===== src/rtl/lc9_pkg.sv =====
// Shared definitions for the LogicCore9 sequencer and control decoder.
// State encoding, sequence landmarks and optional cycle-counter width.
package lc9_pkg;

  localparam int STATE_W = 4;

  localparam logic [STATE_W-1:0] S_IDLE  = 4'd0;
  localparam logic [STATE_W-1:0] S_LOAD2 = 4'd7;
  localparam logic [STATE_W-1:0] S_DONE  = 4'd13;

  // First encoding that is never reached by a legal sequence.
  localparam int ILLEGAL_MIN = 14;

  localparam int CNT_W = 8;

  function automatic logic is_load_state(input logic [STATE_W-1:0] s);
    return (s == S_IDLE) || (s == S_LOAD2);
  endfunction

endpackage


===== src/rtl/lc9_sequencer.sv =====
// State-register / sequencer feeding the LogicCore9 control decoder.
// Optional cycle counter output cyc_cnt is enabled by defining LC9_CYCLE_CNT_EN.
module lc9_sequencer
  import lc9_pkg::*;
#(
  parameter int SW          = STATE_W,
  parameter int LOAD2_STATE = int'(S_LOAD2),
  parameter int LAST_STATE  = int'(S_DONE)
) (
  input  logic          clk,
  input  logic          rst_n,
  input  logic          start,
  input  logic          in_valid,
  output logic          in_ready,
  input  logic          stall,
  input  logic          abort,
  input  logic          ack,
  output logic [SW-1:0] Q,
  output logic          busy,
  output logic          done_pulse,
`ifdef LC9_CYCLE_CNT_EN
  output logic [CNT_W-1:0] cyc_cnt,
`endif
  output logic          err
);

  localparam logic [SW-1:0] IDLE_Q  = '0;
  localparam logic [SW-1:0] LOAD2_Q = SW'(LOAD2_STATE);
  localparam logic [SW-1:0] LAST_Q  = SW'(LAST_STATE);
  localparam logic [SW-1:0] ILL_Q   = SW'(ILLEGAL_MIN);

  logic [SW-1:0] q_reg, q_next;
  logic          err_reg, err_next;
  logic          done_reg, done_next;
  logic          accept;

  assign Q          = q_reg;
  assign busy       = (q_reg != IDLE_Q);
  assign in_ready   = (q_reg == IDLE_Q) || (q_reg == LOAD2_Q);
  assign done_pulse = done_reg;
  assign err        = err_reg;

  // Priority: abort, illegal recovery, stall, then the normal sequence.
  always_comb begin
    q_next   = q_reg;
    err_next = err_reg;
    accept   = 1'b0;
    if (abort && (q_reg != IDLE_Q)) begin
      q_next = IDLE_Q;
    end else if (q_reg >= ILL_Q) begin
      q_next   = IDLE_Q;
      err_next = 1'b1;
    end else if (!stall) begin
      if (q_reg == IDLE_Q) begin
        if (start && in_valid) begin
          q_next   = q_reg + 1'b1;
          accept   = 1'b1;
          err_next = 1'b0;
        end
      end else if (q_reg == LOAD2_Q) begin
        if (in_valid) begin
          q_next = q_reg + 1'b1;
        end
      end else if (q_reg == LAST_Q) begin
        if (ack) begin
          q_next = IDLE_Q;
        end
      end else begin
        q_next = q_reg + 1'b1;
      end
    end
  end

  // Pulse only on the edge that enters DONE; abort never targets DONE.
  assign done_next = (q_next == LAST_Q) && (q_reg != LAST_Q);

`ifdef LC9_CYCLE_CNT_EN
  logic [CNT_W-1:0] cnt_reg, cnt_next;

  assign cyc_cnt = cnt_reg;

  always_comb begin
    cnt_next = cnt_reg;
    if (accept) begin
      cnt_next = '0;
    end else if (busy && (q_reg != LAST_Q) && (cnt_reg != {CNT_W{1'b1}})) begin
      cnt_next = cnt_reg + 1'b1;
    end
  end
`endif

  always_ff @(posedge clk or negedge rst_n) begin
    if (!rst_n) begin
      q_reg    <= IDLE_Q;
      err_reg  <= 1'b0;
      done_reg <= 1'b0;
`ifdef LC9_CYCLE_CNT_EN
      cnt_reg  <= '0;
`endif
    end else begin
      q_reg    <= q_next;
      err_reg  <= err_next;
      done_reg <= done_next;
`ifdef LC9_CYCLE_CNT_EN
      cnt_reg  <= cnt_next;
`endif
    end
  end

endmodule


===== config.mk =====
export PLATFORM = sky130hd
export DESIGN_NAME = lc9_sequencer
export DESIGN_NICKNAME = d
export VERILOG_FILES = /design/src/rtl/lc9_pkg.sv /design/src/rtl/lc9_sequencer.sv
export SDC_FILE = /design/constraint.sdc
export NUM_CORES = 1
export LEC_CHECK = 0
export BUFFER_PORTS_ARGS = -buffer_cell sky130_fd_sc_hd__buf_2
export CAP_MARGIN = 20
export CORE_MARGIN = 3
export CORE_UTILIZATION = 25
export CTS_CLUSTER_DIAMETER = 40
export DETAILED_ROUTE_END_ITERATION = 12
export PLACE_DENSITY = 0.52
export SYNTH_ARGS = -nofsm -noshare
export SYNTH_HDL_FRONTEND = slang
export SYNTH_SLANG_ARGS = --single-unit

===== constraint.sdc =====
create_clock -name clk -period 1.9 [get_ports clk]
set_input_delay 0 -clock clk [delete_from_list [all_inputs] [get_ports clk]]
set_output_delay 0 -clock clk [all_outputs]
set_load 0.01 [all_outputs]

==> run metrics, run 1 <==
crit-path cells=ha_2 -> and4bb_1 -> a221o_1 -> a22o_1 -> a2111oi_4 -> and4_1; VDD IR max=0.3700 mV; CP Max Fanout=5; remaining antenna violation count after routing=0; Max Transition Viols Final=0; reg2reg end=done_pulse; H-tree depth=1; Data required, critical path=2.07 ns; Worst Hold Launch=abort; CTS clk-pin slew, worst paths=0.04 ns; clock sinks=6; outcome=complete, no violations; slew margin rel.=76.47%; worst setup path category=reg -> reg; Syn Std Cell Area=495.5 um2; total global routing overflow=0; Placed Cells=102; largest net degree at the start of global routing=11; worst reg-to-reg path cell count=6; overall power=1023 uW; Netlist cell types=29; non-filler cells, final=107; Max stage delay on crit path=0.43 ns; arrival time at the worst endpoint=2.05 ns; post-synthesis sequential area ratio=30.30%; diode count=0; Clock Latency Late Sink=0.24 ns; Final setup viols=0; slowest CP cell=dfrtp_2; CP Launch Type=flip-flop; most common cell after layout, fill and taps aside=buf_2; Max Root-Sink Buffers=2; crit share post-route=98.84%; flops & latches, synth=6; Buf/Inv on CP=0; layout cells sized above 1=51.22%; RR Startpoint=Q[0]; number of global-route vias before repair=486; Hold Path Class=in -> reg; core area=0.001802 mm2; Avg Cell Area, Syn=8.848 um2; critical path's top delay family=compound AO/OA/AOI/OAI gates; max_cap viols=0; die height=50.52 um; Final min period=1.878 ns; Fin Setup TNS=0 ns; Clock Skews=0.003066 ns; max reg flops=4; Post-Synth Adder-Cell Area=10.10%; CP Capture Type=flip-flop; initial DRC count=10; GRT Total Usage=11.71%; Ports=15; main combinational cell family by area after synthesis=compound AO/OA/AOI/OAI gates; power per standard cell area=1393 mW/mm2; DRC=0; Synthesis Warnings=0; Crit path depth=6; Die Span X=50.52 um; gpl congestion=0.8369; filler cell count=180; final wirelength=1321 um; Pre-Repair DR Iteration Count=4; crit path capture=done_pulse; global-route wire length before repair=2208 um; Multi-input gate area=332.8 um2; Synth Instances=56; commonest non-fill, non-tap cells in the layout=14 x buf_2, 11 x buf_4, 6 x a21oi_1; final net count=95; post-DP HPWL=1034 um; CTS buffer count=3; FF+latch area=152.6 um2; multiplexer area fraction after synthesis=0%; Compound-Gate Fraction of Synth Area=25.00%; DIE AREA=0.002552 mm2; Layout area overhead=48.23%; syn nets=67; RSZ-0062 raised after global routing=true; LEAKAGE=0.0003414 uW; antenna violations before repair=0; Avg WL per Cell=12.35 um; CTS tree=built; initial core utilization=27.50%; clock root buffer=clkbuf_4; Slew @ Worst Pin=0.3501 ns; Rows=15; R2R Setup Slk=0.02 ns; Critical Path Start=Q[0]; Simple-Gate Fraction of Synth Area=23.23%; Hold Slack=0.05381 ns; Fmax achieved=532.5 MHz; xor and xnor area share after synthesis=0%; via count=504; Port Buffers=14; DR vias/cell=4.710; count of final hold-check violations=0
[cells in the mapped netlist, drive strengths merged]
library cell / n / share of area (%)
and4bb: 1 / 2.5
o211ai: 1 / 1.5
ha: 4 / 10
o21ai: 3 / 3.0
bufinv: 1 / 3.5
nor3b: 1 / 1.5
a31oi: 2 / 2.5
nor2b: 1 / 1.3
nor3: 3 / 3.0
buf: 1 / 2.3
nor4: 1 / 1.3
nand3b: 1 / 1.5
nor2: 4 / 3.0
o31ai: 1 / 1.5
a2111oi: 1 / 3.0
a221o: 1 / 2.0
and2: 1 / 1.8
dlygate4sd1: 1 / 1.8
inv: 4 / 3.0
nand2: 4 / 3.0
a41oi: 1 / 1.8
clkbuf: 1 / 0.76
a22o: 1 / 1.8
dfrtp: 6 / 30
nand2b: 2 / 2.5
and4: 1 / 1.8
a21oi: 7 / 7.8
[worst min path at each step]
stage,cells after the start,slack (ns),to
5_1_grt,4,0.10,err
3_5_place_dp,1,-0.18,done_pulse
4_1_cts,4,0.05,err
3_3_place_gp,1,-0.17,err
2_1_floorplan,0,-0.30,Q[0]
6_report,4,0.05,err
[stage by stage]
stage / util, % / setup WS [ns] / instance area, um2
finish: 40.76 / 0.02210 / 734.5
CTS: 39.86 / -0.01600 / 718.2
global placement: 36.25 / -0.005186 / 653.1
floorplan: - / -0.0004418 / 500.5
global route: 40.76 / -0.05852 / 734.5
detailed placement: 36.25 / -0.04875 / 653.1
[layer usage]
layer / track usage [%] / wire [um] / part of all wire, %
met1: 15.76 / 651 / 49
met2: 17.39 / 562 / 43
met3: 4.154 / 96 / 7.3
met4: 3.587 / 10 / 0.76
met5: 0 / 0 / 0
[cell families after synthesis]
kind of cell	count (synthesis)
compound gates	18
buf+inv	8
flops	6
simple gates	20
fa+ha+maj	4
[power by group]
part	leakage, uW	internal (uW)	switching [uW]
clock network	0.0000138	71.1	41.4
logic	0.000250	341	329
registers	0.0000775	172	68.2
total	0.000341	585	439
[cell type report]
class / count / area share, %
inverters: 5 / 4.429
repair buffers: 26 / 22.15
multi-input cells: 42 / 45.32
flip-flops and latches: 6 / 20.78
clock buffers: 3 / 3.066
well taps: 25 / 4.259
[worst min-delay path: cells and delay by family]
kind	cells	cell delay, ns
compound gates	1	0.05
buf+inv	2	0.14
simple gates	1	0.06
[what timing repair did]
action | in CTS | in global routing
setup buffers | 0 | 1
endpoints found under the hold margin | 6 | 0
gates cloned | 0 | 0
setup endpoints to repair | 1 | 1
pin swaps | 2 | 2
gates resized for setup | 5 | 3
hold buffers | 1 | 0
Note: power is estimated with default switching activity, not from simulation.
==> run 2, diff against run 1 <==
--- a/config.mk
+++ b/config.mk
@@ -7,6 +7,7 @@
 export LEC_CHECK = 0
 export BUFFER_PORTS_ARGS = -buffer_cell sky130_fd_sc_hd__buf_2
 export CAP_MARGIN = 20
+export CORE_ASPECT_RATIO = 1.4
 export CORE_MARGIN = 3
 export CORE_UTILIZATION = 25
 export CTS_CLUSTER_DIAMETER = 40
==> run 2 against run 1 <==
Against the previous run:
- fmax up 0.45%
- register-to-register slack about the same
- clock skew down 0.0026 ns
- worst setup slack better by 0.0084 ns
- power up 0.51%
- critical endpoint unchanged
- critical path depth up 1
- critical path type unchanged
==> run metrics, run 2 (synthesis results as in run 1) <==
Critical Path Start=Q[1]; CTS buffer count=3 (unchanged); Placed Area=661.9 um2 (+1.3%); CP Launch Type=flip-flop; switching share of power=42.63% (-0.25 points); filler cell count=179 (-0.56%); CTS tree=built; FF+latch area=152.6 um2 (unchanged); Worst Hold Launch=abort; initial core utilization=27.16% (-0.34 points); H-tree depth=1 (unchanged); slew margin rel.=80.65% (+4.2 points); CP Max Fanout=6 (+1); final wirelength=1329 um (+0.61%); Clock Skews=0.0004440 ns (-0.002622 ns); Placed Cells=99 (-2.9%); worst setup path category=reg -> reg; RSZ-0062 raised after global routing=true; power per standard cell area=1403 mW/mm2 (+0.68%); Port Buffers=14 (unchanged); RR Startpoint=Q[1]; critical path's top delay family=compound AO/OA/AOI/OAI gates; Avg WL per Cell=12.78 um (+3.5%); pre-CTS WS=0.008036 ns (+0.05679 ns); crit share post-route=98.39% (-0.44 points); Slew @ Worst Pin=0.2873 ns (-0.06281 ns); layout cells sized above 1=50.00% (-1.2 points); post-CTS setup buffer count=0 (unchanged); Pre-Repair DR Iteration Count=4 (unchanged); most common cell after layout, fill and taps aside=buf_2; CTS clk-pin slew, worst paths=0.05 ns (about the same); Fmax achieved=534.9 MHz (+0.45%); Worst Slack Setup Final=0.03050 ns (+0.008400 ns); Pint=590.1 uW (+0.95%); met2 Use GR=20.21% (+2.8 points); count of final hold-check violations=0 (unchanged); GRT Total Usage=11.44% (-0.27 points); post-DP HPWL=1065 um (+3.0%); antenna violations before repair=0 (unchanged); NetSw=438.4 uW (about the same); Rows=18 (+3); met3 Usage GRT=1.223% (-2.9 points); number of global-route vias before repair=539 (+11%); design area=733.2 um2 (-0.17%); largest net degree at the start of global routing=11 (unchanged); max_cap viols=0 (unchanged); Clock power frac=12.0% (+1.0 points); via count=519 (+3.0%); Ports=15 (unchanged); Max stage delay on crit path=0.41 ns (-0.02 ns); DRC=0 (unchanged); max reg flops=4 (unchanged); clock root buffer=clkbuf_4; VDD IR max=0.3772 mV (+2.0%); reg2reg end=done_pulse; worst reg-to-reg path cell count=7 (+1); die height=58.68 um (+16%); Max Transition Viols Final=0 (unchanged); core area=0.001824 mm2 (+1.2%); LEAKAGE=0.0003481 uW (+1.9%); outcome=complete, no violations; global-route wire length before repair=2283 um (+3.4%); met1 usage=14.07% (-1.7 points); remaining antenna violation count after routing=0 (unchanged); diode count=0 (unchanged); Layout area overhead=47.98%; crit-path cells=inv_2 -> ha_2 -> and2_4 -> a221o_1 -> a22o_1 -> a2111oi_4 -> and4_1; Die Span X=43.63 um (-14%); crit path capture=done_pulse; Clock Latency Late Sink=0.24 ns (about the same); Multi-input gate area=326.6 um2 (-1.9%); Final setup viols=0 (unchanged); Buf/Inv on CP=1 (+1); CP Capture Type=flip-flop; Hold Path Class=in -> reg; total global routing overflow=0 (unchanged); Final min period=1.870 ns (-0.008400 ns); final net count=96 (+1.1%); Crit path depth=7 (+1); gpl congestion=0.8418 (+0.59%); sequential share of power=23.0% (-0.5 points); Data required, critical path=2.08 ns (about the same); commonest non-fill, non-tap cells in the layout=14 x buf_2, 12 x buf_4, 6 x a21oi_1; logic gate share of total power=64.9% (-0.6 points); R2R Setup Slk=0.03 ns (about the same); slowest CP cell=dfrtp_2; non-filler cells, final=104 (-2.8%); Top Usage Layer GRT=met2; arrival time at the worst endpoint=2.05 ns (about the same); Max Root-Sink Buffers=2 (unchanged); initial DRC count=8 (-2); DR vias/cell=4.990 (+5.9%); clock sinks=6 (unchanged); DIE AREA=0.002560 mm2 (+0.29%)
[run 2: cell count changes in the layout (fill, tap and decap cells not counted), sizes merged]
cell / delta
buf: +1
clkbuf: +1
[run 2: how the worst min path moves through the flow]
stage / endpoint / slack, ns / cells after the start
after floorplan: Q[0] / -0.30 / 0
after global placement: err / -0.18 / 1
after detailed placement: Q[2] / -0.17 / 1
after CTS: err / 0.04 / 4
after global routing: err / 0.09 / 4
final: err / 0.05 / 4
[run 2: layout make-up]
| type | count | area share [%] |
|---|---|---|
| flip-flops and latches | 6 | 20.82 |
| inverters | 5 | 4.437 |
| repair buffers | 27 | 23.21 |
| well taps | 20 | 3.413 |
| multi-input cells | 42 | 44.54 |
| clock buffers | 4 | 3.584 |
[run 2: power by group through the flow]
| stage | logic (uW) | registers (uW) | clock network [uW] |
|---|---|---|---|
| after CTS | 618 | 230 | 127 |
| after floorplan | 321 | 238 | 0 |
| final | 668 | 237 | 124 |
| after global placement | 614 | 230 | 0 |
| after detailed placement | 608 | 229 | 0 |
| after global routing | 738 | 246 | 139 |
[run 2: worst min-delay path: stages]
cell	delay (ns)
buf_2	0.09
inv_1	0.05
nand2_1	0.06
o21ai_1	0.05
[run 2: per-layer routing]
metal | share of wire, % | routed length [um] | vias up
met3 | 4.6 | 61 | 2
met2 | 55 | 726 | 16
met5 | 0 | 0 | -
met1 | 39 | 523 | 243
li1 | - | - | 258
met4 | 1.4 | 18 | 0
[run 2: metrics by stage]
step | utilization (%) | TNS [ns] | total power (uW) | hold WS (ns)
floorplan | - | -0.0004418 | 559.3 | -0.2956
global placement | 36.28 | 0 | 844.4 | -0.1764
detailed placement | 36.28 | 0 | 837.5 | -0.1742
CTS | 38.55 | 0 | 974.4 | 0.04429
global route | 40.19 | -0.05799 | 1123 | 0.09349
finish | 40.19 | 0 | 1028 | 0.04691
[run 2: repair_timing]
item,4_1_cts,5_1_grt
endpoints found under the setup margin,1,1
hold buffers,1,0
gates resized for setup,1,5
pin swaps,1,1
hold endpoints to repair,6,0
